$ cat src/rtl/dump_pkg.sv
// Shared constants and state encoding for the debug dump sequencer.
// Byte counts come from the latch widths, rounded up to whole bytes.
package dump_pkg;

    localparam int DEF_NB_DATA     = 8;
    localparam int DEF_NB_IF_ID    = 64;
    localparam int DEF_NB_ID_EX    = 139;
    localparam int DEF_NB_EX_MEM   = 76;
    localparam int DEF_NB_MEM_WB   = 71;
    localparam int DEF_N_REGS      = 32;
    localparam int DEF_N_MEM_WORDS = 32;

    typedef enum logic [3:0] {
        ST_IDLE,
        ST_SNAP,
        ST_LATCH_TX,
        ST_LATCH_WAIT,
        ST_REG_RD,
        ST_REG_TX,
        ST_REG_WAIT,
        ST_MEM_RD,
        ST_MEM_TX,
        ST_MEM_WAIT,
        ST_FIN
    } dump_state_t;

    function automatic int bytes_of(input int nb);
        return (nb + 7) / 8;
    endfunction

    localparam int IF_ID_BYTES  = bytes_of(DEF_NB_IF_ID);
    localparam int ID_EX_BYTES  = bytes_of(DEF_NB_ID_EX);
    localparam int EX_MEM_BYTES = bytes_of(DEF_NB_EX_MEM);
    localparam int MEM_WB_BYTES = bytes_of(DEF_NB_MEM_WB);
    localparam int LATCH_BYTES  = IF_ID_BYTES + ID_EX_BYTES + EX_MEM_BYTES + MEM_WB_BYTES;
    localparam int REG_OFFSET   = LATCH_BYTES;
    localparam int MEM_OFFSET   = REG_OFFSET + 4 * DEF_N_REGS;
    localparam int TOTAL_BYTES  = MEM_OFFSET + 4 * DEF_N_MEM_WORDS;

endpackage

$ cat src/rtl/uart_byte_sender.sv
// Launches one byte on the UART TX and holds it until the transmitter reports done.
// A done seen in the same cycle as the start pulse cannot belong to this byte and is ignored.
module uart_byte_sender #(
    parameter int NB_DATA = 8
) (
    input  logic               i_clk,
    input  logic               i_reset,
    input  logic               i_send,
    input  logic [NB_DATA-1:0] i_byte,
    input  logic               i_tx_done,
    output logic [NB_DATA-1:0] o_tx_data,
    output logic               o_tx_start,
    output logic               o_ready
);

    logic waiting;

    always_ff @(posedge i_clk) begin
        if (!i_reset) begin
            o_tx_data  <= '0;
            o_tx_start <= 1'b0;
            waiting    <= 1'b0;
        end else begin
            o_tx_start <= 1'b0;
            if (i_send && !waiting) begin
                o_tx_data  <= i_byte;
                o_tx_start <= 1'b1;
                waiting    <= 1'b1;
            end else if (waiting && !o_tx_start && i_tx_done) begin
                waiting <= 1'b0;
            end
        end
    end

    assign o_ready = !waiting;

endmodule

$ cat src/rtl/debug_dump_sequencer.sv
// Serialises pipeline latches, register file and data memory over the UART TX.
// Latches are snapshotted once; words are read one at a time and sent MSB byte first.
module debug_dump_sequencer
    import dump_pkg::*;
#(
    parameter int NB_DATA     = DEF_NB_DATA,
    parameter int NB_IF_ID    = DEF_NB_IF_ID,
    parameter int NB_ID_EX    = DEF_NB_ID_EX,
    parameter int NB_EX_MEM   = DEF_NB_EX_MEM,
    parameter int NB_MEM_WB   = DEF_NB_MEM_WB,
    parameter int N_REGS      = DEF_N_REGS,
    parameter int N_MEM_WORDS = DEF_N_MEM_WORDS
) (
    input  logic                 i_clk,
    input  logic                 i_reset,
    input  logic                 i_start,
    input  logic                 i_tx_done,
    output logic [NB_DATA-1:0]   o_tx_data,
    output logic                 o_tx_start,
    output logic [4:0]           o_r_addr_registers,
    input  logic [31:0]          i_r_data_registers,
    output logic [4:0]           o_r_addr_data_mem,
    input  logic [31:0]          i_r_data_data_mem,
    input  logic [NB_IF_ID-1:0]  i_IF_ID,
    input  logic [NB_ID_EX-1:0]  i_ID_EX,
    input  logic [NB_EX_MEM-1:0] i_EX_MEM,
    input  logic [NB_MEM_WB-1:0] i_MEM_WB,
    output logic                 o_busy,
    output logic                 o_done
);

    localparam int W_IF    = 8 * bytes_of(NB_IF_ID);
    localparam int W_IDEX  = 8 * bytes_of(NB_ID_EX);
    localparam int W_EXMEM = 8 * bytes_of(NB_EX_MEM);
    localparam int W_MEMWB = 8 * bytes_of(NB_MEM_WB);
    localparam int SNAP_W  = W_IF + W_IDEX + W_EXMEM + W_MEMWB;
    localparam int LAT_B   = SNAP_W / 8;

    dump_state_t state, next_state;

    logic [SNAP_W-1:0]  snap;
    logic [31:0]        word;
    logic [7:0]         lat_cnt;
    logic [1:0]         sub_cnt;
    logic [4:0]         idx;
    logic               send;
    logic [NB_DATA-1:0] tx_byte;
    logic               ready;
    logic               reg_phase;
    logic               mem_phase;
    logic [31:0]        word_src;

    assign reg_phase = (state == ST_REG_RD) || (state == ST_REG_TX) || (state == ST_REG_WAIT);
    assign mem_phase = (state == ST_MEM_RD) || (state == ST_MEM_TX) || (state == ST_MEM_WAIT);

    // The first byte of a word comes straight from the read port; later bytes from the shifted copy.
    assign word_src = (sub_cnt != 2'd0) ? word
                    : (reg_phase ? i_r_data_registers : i_r_data_data_mem);

    assign o_r_addr_registers = reg_phase ? idx : 5'd0;
    assign o_r_addr_data_mem  = mem_phase ? idx : 5'd0;

    always_ff @(posedge i_clk) begin
        if (!i_reset) begin
            state <= ST_IDLE;
        end else begin
            state <= next_state;
        end
    end

    always_comb begin
        next_state = state;
        send       = 1'b0;
        tx_byte    = '0;
        o_busy     = (state != ST_IDLE);
        o_done     = 1'b0;
        case (state)
            ST_IDLE:       if (i_start) next_state = ST_SNAP;
            ST_SNAP:       next_state = ST_LATCH_TX;
            ST_LATCH_TX: begin
                send       = 1'b1;
                tx_byte    = NB_DATA'(snap[SNAP_W-1 -: 8]);
                next_state = ST_LATCH_WAIT;
            end
            ST_LATCH_WAIT: if (ready) next_state = (lat_cnt == 8'(LAT_B - 1)) ? ST_REG_RD : ST_LATCH_TX;
            ST_REG_RD:     next_state = ST_REG_TX;
            ST_REG_TX: begin
                send       = 1'b1;
                tx_byte    = NB_DATA'(word_src[31:24]);
                next_state = ST_REG_WAIT;
            end
            ST_REG_WAIT: begin
                if (ready) begin
                    if (sub_cnt != 2'd3)              next_state = ST_REG_TX;
                    else if (idx == 5'(N_REGS - 1))   next_state = ST_MEM_RD;
                    else                              next_state = ST_REG_RD;
                end
            end
            ST_MEM_RD:     next_state = ST_MEM_TX;
            ST_MEM_TX: begin
                send       = 1'b1;
                tx_byte    = NB_DATA'(word_src[31:24]);
                next_state = ST_MEM_WAIT;
            end
            ST_MEM_WAIT: begin
                if (ready) begin
                    if (sub_cnt != 2'd3)                 next_state = ST_MEM_TX;
                    else if (idx == 5'(N_MEM_WORDS - 1)) next_state = ST_FIN;
                    else                                 next_state = ST_MEM_RD;
                end
            end
            ST_FIN: begin
                o_done     = 1'b1;
                next_state = ST_IDLE;
            end
            default:       next_state = ST_IDLE;
        endcase
    end

    // Snapshot and word buffers shift left as bytes go out, so the MSB byte is always next.
    always_ff @(posedge i_clk) begin
        if (!i_reset) begin
            snap    <= '0;
            word    <= '0;
            lat_cnt <= '0;
            sub_cnt <= '0;
            idx     <= '0;
        end else begin
            case (state)
                ST_IDLE: begin
                    lat_cnt <= '0;
                    sub_cnt <= '0;
                    idx     <= '0;
                end
                ST_SNAP: snap <= {W_IF'(i_IF_ID), W_IDEX'(i_ID_EX), W_EXMEM'(i_EX_MEM), W_MEMWB'(i_MEM_WB)};
                ST_LATCH_TX: snap <= snap << 8;
                ST_LATCH_WAIT: if (ready) lat_cnt <= lat_cnt + 8'd1;
                ST_REG_TX, ST_MEM_TX: word <= {word_src[23:0], 8'h00};
                ST_REG_WAIT, ST_MEM_WAIT: begin
                    if (ready) begin
                        sub_cnt <= sub_cnt + 2'd1;
                        if (sub_cnt == 2'd3) begin
                            if ((reg_phase && idx == 5'(N_REGS - 1)) ||
                                (mem_phase && idx == 5'(N_MEM_WORDS - 1))) begin
                                idx <= '0;
                            end else begin
                                idx <= idx + 5'd1;
                            end
                        end
                    end
                end
                default: ;
            endcase
        end
    end

    uart_byte_sender #(.NB_DATA(NB_DATA)) u_sender (
        .i_clk      (i_clk),
        .i_reset    (i_reset),
        .i_send     (send),
        .i_byte     (tx_byte),
        .i_tx_done  (i_tx_done),
        .o_tx_data  (o_tx_data),
        .o_tx_start (o_tx_start),
        .o_ready    (ready)
    );

endmodule

$ cat config.mk
export PLATFORM = sky130hd
export DESIGN_NAME = debug_dump_sequencer
export DESIGN_NICKNAME = d
export VERILOG_FILES = /design/src/rtl/dump_pkg.sv /design/src/rtl/uart_byte_sender.sv /design/src/rtl/debug_dump_sequencer.sv
export SDC_FILE = /design/constraint.sdc
export NUM_CORES = 1
export LEC_CHECK = 0
export CAP_MARGIN = 20
export CORE_UTILIZATION = 50
export CTS_CLUSTER_SIZE = 16
export DETAILED_ROUTE_END_ITERATION = 10
export PLACE_DENSITY = 0.76
export SYNTH_ARGS = -nofsm -noshare
export SYNTH_HDL_FRONTEND = slang
export SYNTH_HIERARCHICAL = 1
export SYNTH_SLANG_ARGS = --single-unit
$ cat constraint.sdc
create_clock -name i_clk -period 2.4 [get_ports i_clk]
set_input_delay 0.72 -clock i_clk [delete_from_list [all_inputs] [get_ports i_clk]]
set_output_delay 0.72 -clock i_clk [all_outputs]
set_load 0.05 [all_outputs]
Word-level counts from Yosys, hierarchy flattened

Index checks and enable logic that the tools add are counted.

Register bits: 413
Bits of input ports: 418
Output and inout port bits: 21
Word-level logic and storage cells: 87

$add $sub $neg: 3
Equal/unequal tests: 20
Multiplexer cells: 29
Reductions and logical operators: 26

Operators with widths:

| cell                  | count |
|---|---|
| $pmux W360 S2         | 1 |
| $mux W32              | 2 |
| $pmux W4 S10          | 1 |
| $pmux W8 S2           | 2 |
| $mux W5               | 5 |
| $mux W4               | 6 |
| $eq A4 B3 Y1 const B  | 4 |
| $ne A2 B2 Y1 const B  | 7 |
| $eq A4 B4 Y1 const B  | 3 |
| $pmux W5 S2           | 1 |
| $reduce_bool A2 Y1    | 5 |
| $add A8 B1 Y8 const B | 1 |
| $eq A4 B2 Y1 const B  | 2 |
| $eq A8 B6 Y1 const B  | 1 |
| $mux W8               | 1 |
| $mux W2               | 3 |
| $add A5 B1 Y5 const B | 1 |
| $eq A5 B5 Y1 const B  | 1 |
| $logic_and A1 B1 Y1   | 5 |
| $logic_or A1 B1 Y1    | 5 |
| $mux W1               | 5 |
| $eq A4 B1 Y1 const B  | 1 |
| $logic_not A4 Y1      | 1 |
| $pmux W2 S2           | 1 |
| other kinds (10)      | 13 |

Logic depth before layout (Yosys ltp)

Word-level depth: 9
Gate-level depth with buffers: 10
Gate-level depth less buffers: 8

Hierarchy

Netlist, hierarchy kept.

Modules (own cells, without submodules):

| module               | times used | cells each | area each (um^2) | seq. area each (um^2) |
|---|---|---|---|---|
| debug_dump_sequencer | 1          | 2,314      | 17,944.7         | 8,067.7 |
| uart_byte_sender     | 1          | 43         | 405.4            | 200.2 |

Worst setup path before layout

No wires, ideal clock.

Path type: flip-flop to output port
Start point: reg state[3]
End point: out o_r_addr_data_mem[0]
Arrival time: 1.817 ns
Data required time: 1.680 ns
Slack: -0.137 ns
Stages on the path, launching flop included: 5
Buffers on the path: 2
Path through: dfxtp_1 > buf_4 > or3b_2 > clkbuf_1 > a21oi_1

Longest elaborated chain between the ends: 4
Elaborated cells between the ends (all ways): 6
Classes of those cells: 3 x eq/ne; 1 x mux; 2 x reduce/logical

RTL lines:

| what                                         | line                       | source |
|---|---|---|
| start: declaration                           | debug_dump_sequencer.sv:39 | `dump_state_t state, next_state;` |
| start signal: assignment                     | debug_dump_sequencer.sv:67 | `state <= next_state;` |
| $eq A4 B3 Y1 or $eq A4 B4 Y1 (tied branches) | debug_dump_sequencer.sv:54 | `assign mem_phase = (state == ST_MEM_RD) \|\| (state == ST_MEM_TX) \|\| (state == ST_MEM_WAIT);` |
| $logic_or A1 B1 Y1                           | debug_dump_sequencer.sv:54 |  |
| $logic_or A1 B1 Y1 (*)                       | debug_dump_sequencer.sv:54 |  |
| $mux W5 (*)                                  | debug_dump_sequencer.sv:61 | `assign o_r_addr_data_mem = mem_phase ? idx : 5'd0;` |
| end: declaration                             | debug_dump_sequencer.sv:22 | `output logic [4:0] o_r_addr_data_mem,` |

Every way passes the cells marked *; elsewhere a longest branch is shown, timed or not.

Worst setup path after layout

Start point: reg state[2]
End point: out o_r_addr_data_mem[2]

Same word-level chain as after synthesis.

==> results.cfg <==
[outcome]
status = complete, but fails checks
violations = setup timing

[die]
die_area_um2 = 37500
core-area_um2 = 35800
rows = 69
die_h_um = 194
io_pins = 439
die_x_um = 194
start_util_pct = 51.2

[clock_network]
root_buffer = clkbuf_16
insertion_delay_ns = 0.54
cts_tree = done
clock_sinks = 413
h-tree-depth = 2
clk_pin_slew_ns = 0.06
cts-buffers-inserted = 44
cts.path.max_buffers = 3
holdBufCountCts = 0

[power_and_ir_drop]
clockPowerShare_pct = 29.3
p_leak_nw = 9.82
switching_share_pct = 33.1
power.internal_mw = 15.7
p_sw_mw = 7.76
irDropWorstVdd_mv = 0.556
p_comb_share_pct = 30.3
power_density_nw_per_um2 = 925
seqPwrFrac_pct = 40.4

[timing]
min_period_ns = 2.50
fmax_mhz = 401
rsz0062_at_grt = true
holdWs_ns = 0.449
setup_tns_ns = -0.508
slew_violations = 0
setup_viol_count_final = 7
finalHoldViolations = 0
finalClockSkew_ns = 0.0153
slew_headroom_pct = 33.8
worst_slew_pin_slew_ns = 0.992
finalCritPeriodShare_pct = 104
setup_ws_ns = -0.0954

[cells_and_area]
area_delta_synth_final_pct = 38.0
fill_cells = 2804
multi_input_area_um2 = 9300
nets = 3126
drive_gt1_share_pct = 9.03
fin_util_pct = 70.7
final-seq-area_um2 = 8280
stdcell_area_um2 = 25300

[critical_path]
timing_worst_setup_path_type = register to output pin
cp-end-kind = output pin
r2r_slack_ns = 0.05
worstPathMaxFanout = 6
r2r-start = state[2]
reg2reg_to = snap[64]
crit_arrival_ns = 1.78
reg2reg_depth = 8
cp.required_ns = 1.68
setup.worst_path.start_class = register

[min_path]
hold_class = register to register
min_from = word[9]
holdPathEnd = word[9]
min_path_cells = 2

[synthesis]
synth_top_area_share_pct = 45.1
synth.net_count = 2781
seq_area_frac_synth_pct = 45.1
avgSynthCellArea_um2 = 7.79
yosys_most_used_dff = dfxtp_1
ys_warn_count = 6
ys_ff_latch = 413
syn_inst = 2357
synth.most_common_cell = nand2_1
async_flop_share_pct = 0
synthTopCellsByArea = dfxtp_1 45%, a311oi_1 16%, nand2_1 15%
synth_edf_count = 0
ys_top_cells_by_count = 728 x nand2_1, 413 x dfxtp_1, 392 x nor2_1
synth_cell_types = 55
syn_area_um2 = 18400
synth_largest_area_cell = dfxtp_1

[global_route]
antenna_found_initial = 3
grt_pass1_vias = 17400
grt.total_usage_pct = 28.3
grt_first_pass_wirelength_mm = 87.8
grt_max_degree = 109
grt_overflow = 0

[detailed_routing]
antenna_left = 0
wire_per_inst_um = 17.7
vias = 18400
via_per_inst = 5.74
firstDrtPassIters = 5
drt_wl_total_mm = 56.6
drtIter0Drc = 1322
drc = 0

[placed_design]
place_area_um2 = 23400
hpwlAfterDp_mm = 38.0
gp_congestion = 0.887
dp_slack_ns = 0.160
port_buffers = 438

[run]
maxCapViolCount = 0
[layout by cell type, fill, tap and decap left out, drive strengths merged, types with 3 or more instances in the layout]
cell,synthesis,layout
a21oi,33,33
a22o,8,8
a22oi,16,16
a311oi,342,342
a31oi,3,3
and3,3,3
buf,95,93
bufinv,0,3
clkbuf,128,66
clkdlybuf4s50,0,417
clkinv,1,9
dfxtp,413,413
diode,0,3
dlygate4sd2,0,9
ha,6,6
inv,14,16
mux2,24,24
mux2i,33,33
nand2,728,728
nand2b,3,3
nand3,37,37
nand4,5,5
nor2,392,392
nor2b,5,5
nor3,7,7
o21ai,23,23
or2,4,4
xnor2,3,3
xor2,7,7
[per-stage QoR]
step | instances | power (mW)
after floorplan | 2357 | 13.8
after global placement | 3098 | 16.0
after detailed placement | 3098 | 16.2
after CTS | 3182 | 23.1
after global routing | 3198 | 24.6
final | 3198 | 23.4
[worst max path at each step]
stage / start / to / slack, ns / depth (start not counted)
2_1_floorplan: state[3] / o_r_addr_data_mem[0] / -0.14 / 4
3_3_place_gp: i_reset / word[30] / 0.22 / 4
3_5_place_dp: i_reset / word[23] / 0.16 / 4
4_1_cts: state[2] / o_r_addr_data_mem[4] / -0.04 / 3
5_1_grt: state[0] / o_busy / -0.17 / 3
6_report: state[2] / o_r_addr_data_mem[2] / -0.1 / 3
[critical path, cell delays in order (launching register included)]
cell and delay (ns):
dfxtp_4 0.36, or3b_4 0.50, a21oi_4 0.22, buf_12 0.15
[state kept, by name, indices dropped and copies added (netlist names)]
register	flops
snap	360
state	4
sub_cnt	2
u_sender/o_tx_data	8
u_sender/o_tx_start	1
idx	5
u_sender/waiting	1
lat_cnt	8
word	24
[cell type report]
type	instances	area share, %
Clock inverter	15	0.633
Clock buffer	63	5.19
Antenna cell	3	0.0297
Timing Repair Buffer	522	22.1
Multi-Input combinational cell	1706	36.8
Inverter	15	0.267
Sequential cell	413	32.7
Tap cell	461	2.28
[what timing repair did]
item	4_1_cts	5_1_grt
endpoints found under the setup margin	21	27
resized for setup	43	27
cloned	0	3
buffers inserted	6	10
endpoints found under the hold margin	0	0
pin swaps	8	6
[metal layers]
layer	track usage, %	vias to the layer above	routed length (µm)
li1	-	8905	-
met1	36.9	8638	23900
met2	47.2	699	27200
met3	3.73	125	3560
met4	11.5	0	1910
met5	0	-	0
[cell families (layout without fill, tap and decap cells)]
| group | count (synthesis) | after routing | synth area share [%] |
|---|---|---|---|
| other cells | 0 | 3 | 0 |
| flops | 413 | 413 | 45.1 |
| xor+xnor | 10 | 10 | 0.477 |
| buf+inv | 238 | 615 | 5.68 |
| fa+ha+maj | 6 | 6 | 0.409 |
| simple gates | 1196 | 1196 | 25.5 |
| compound gates | 437 | 437 | 19.6 |
| mux | 57 | 57 | 3.27 |
[power groups by stage]
stage	clock network, mW	registers [mW]	logic (mW)
finish	6.87	9.46	7.09
global route	7.22	9.62	7.80
global placement	0	9.49	6.53
detailed placement	0	9.52	6.69
floorplan	0	9.25	4.51
CTS	6.94	9.42	6.76
Note: power is estimated with default switching activity, not from simulation.
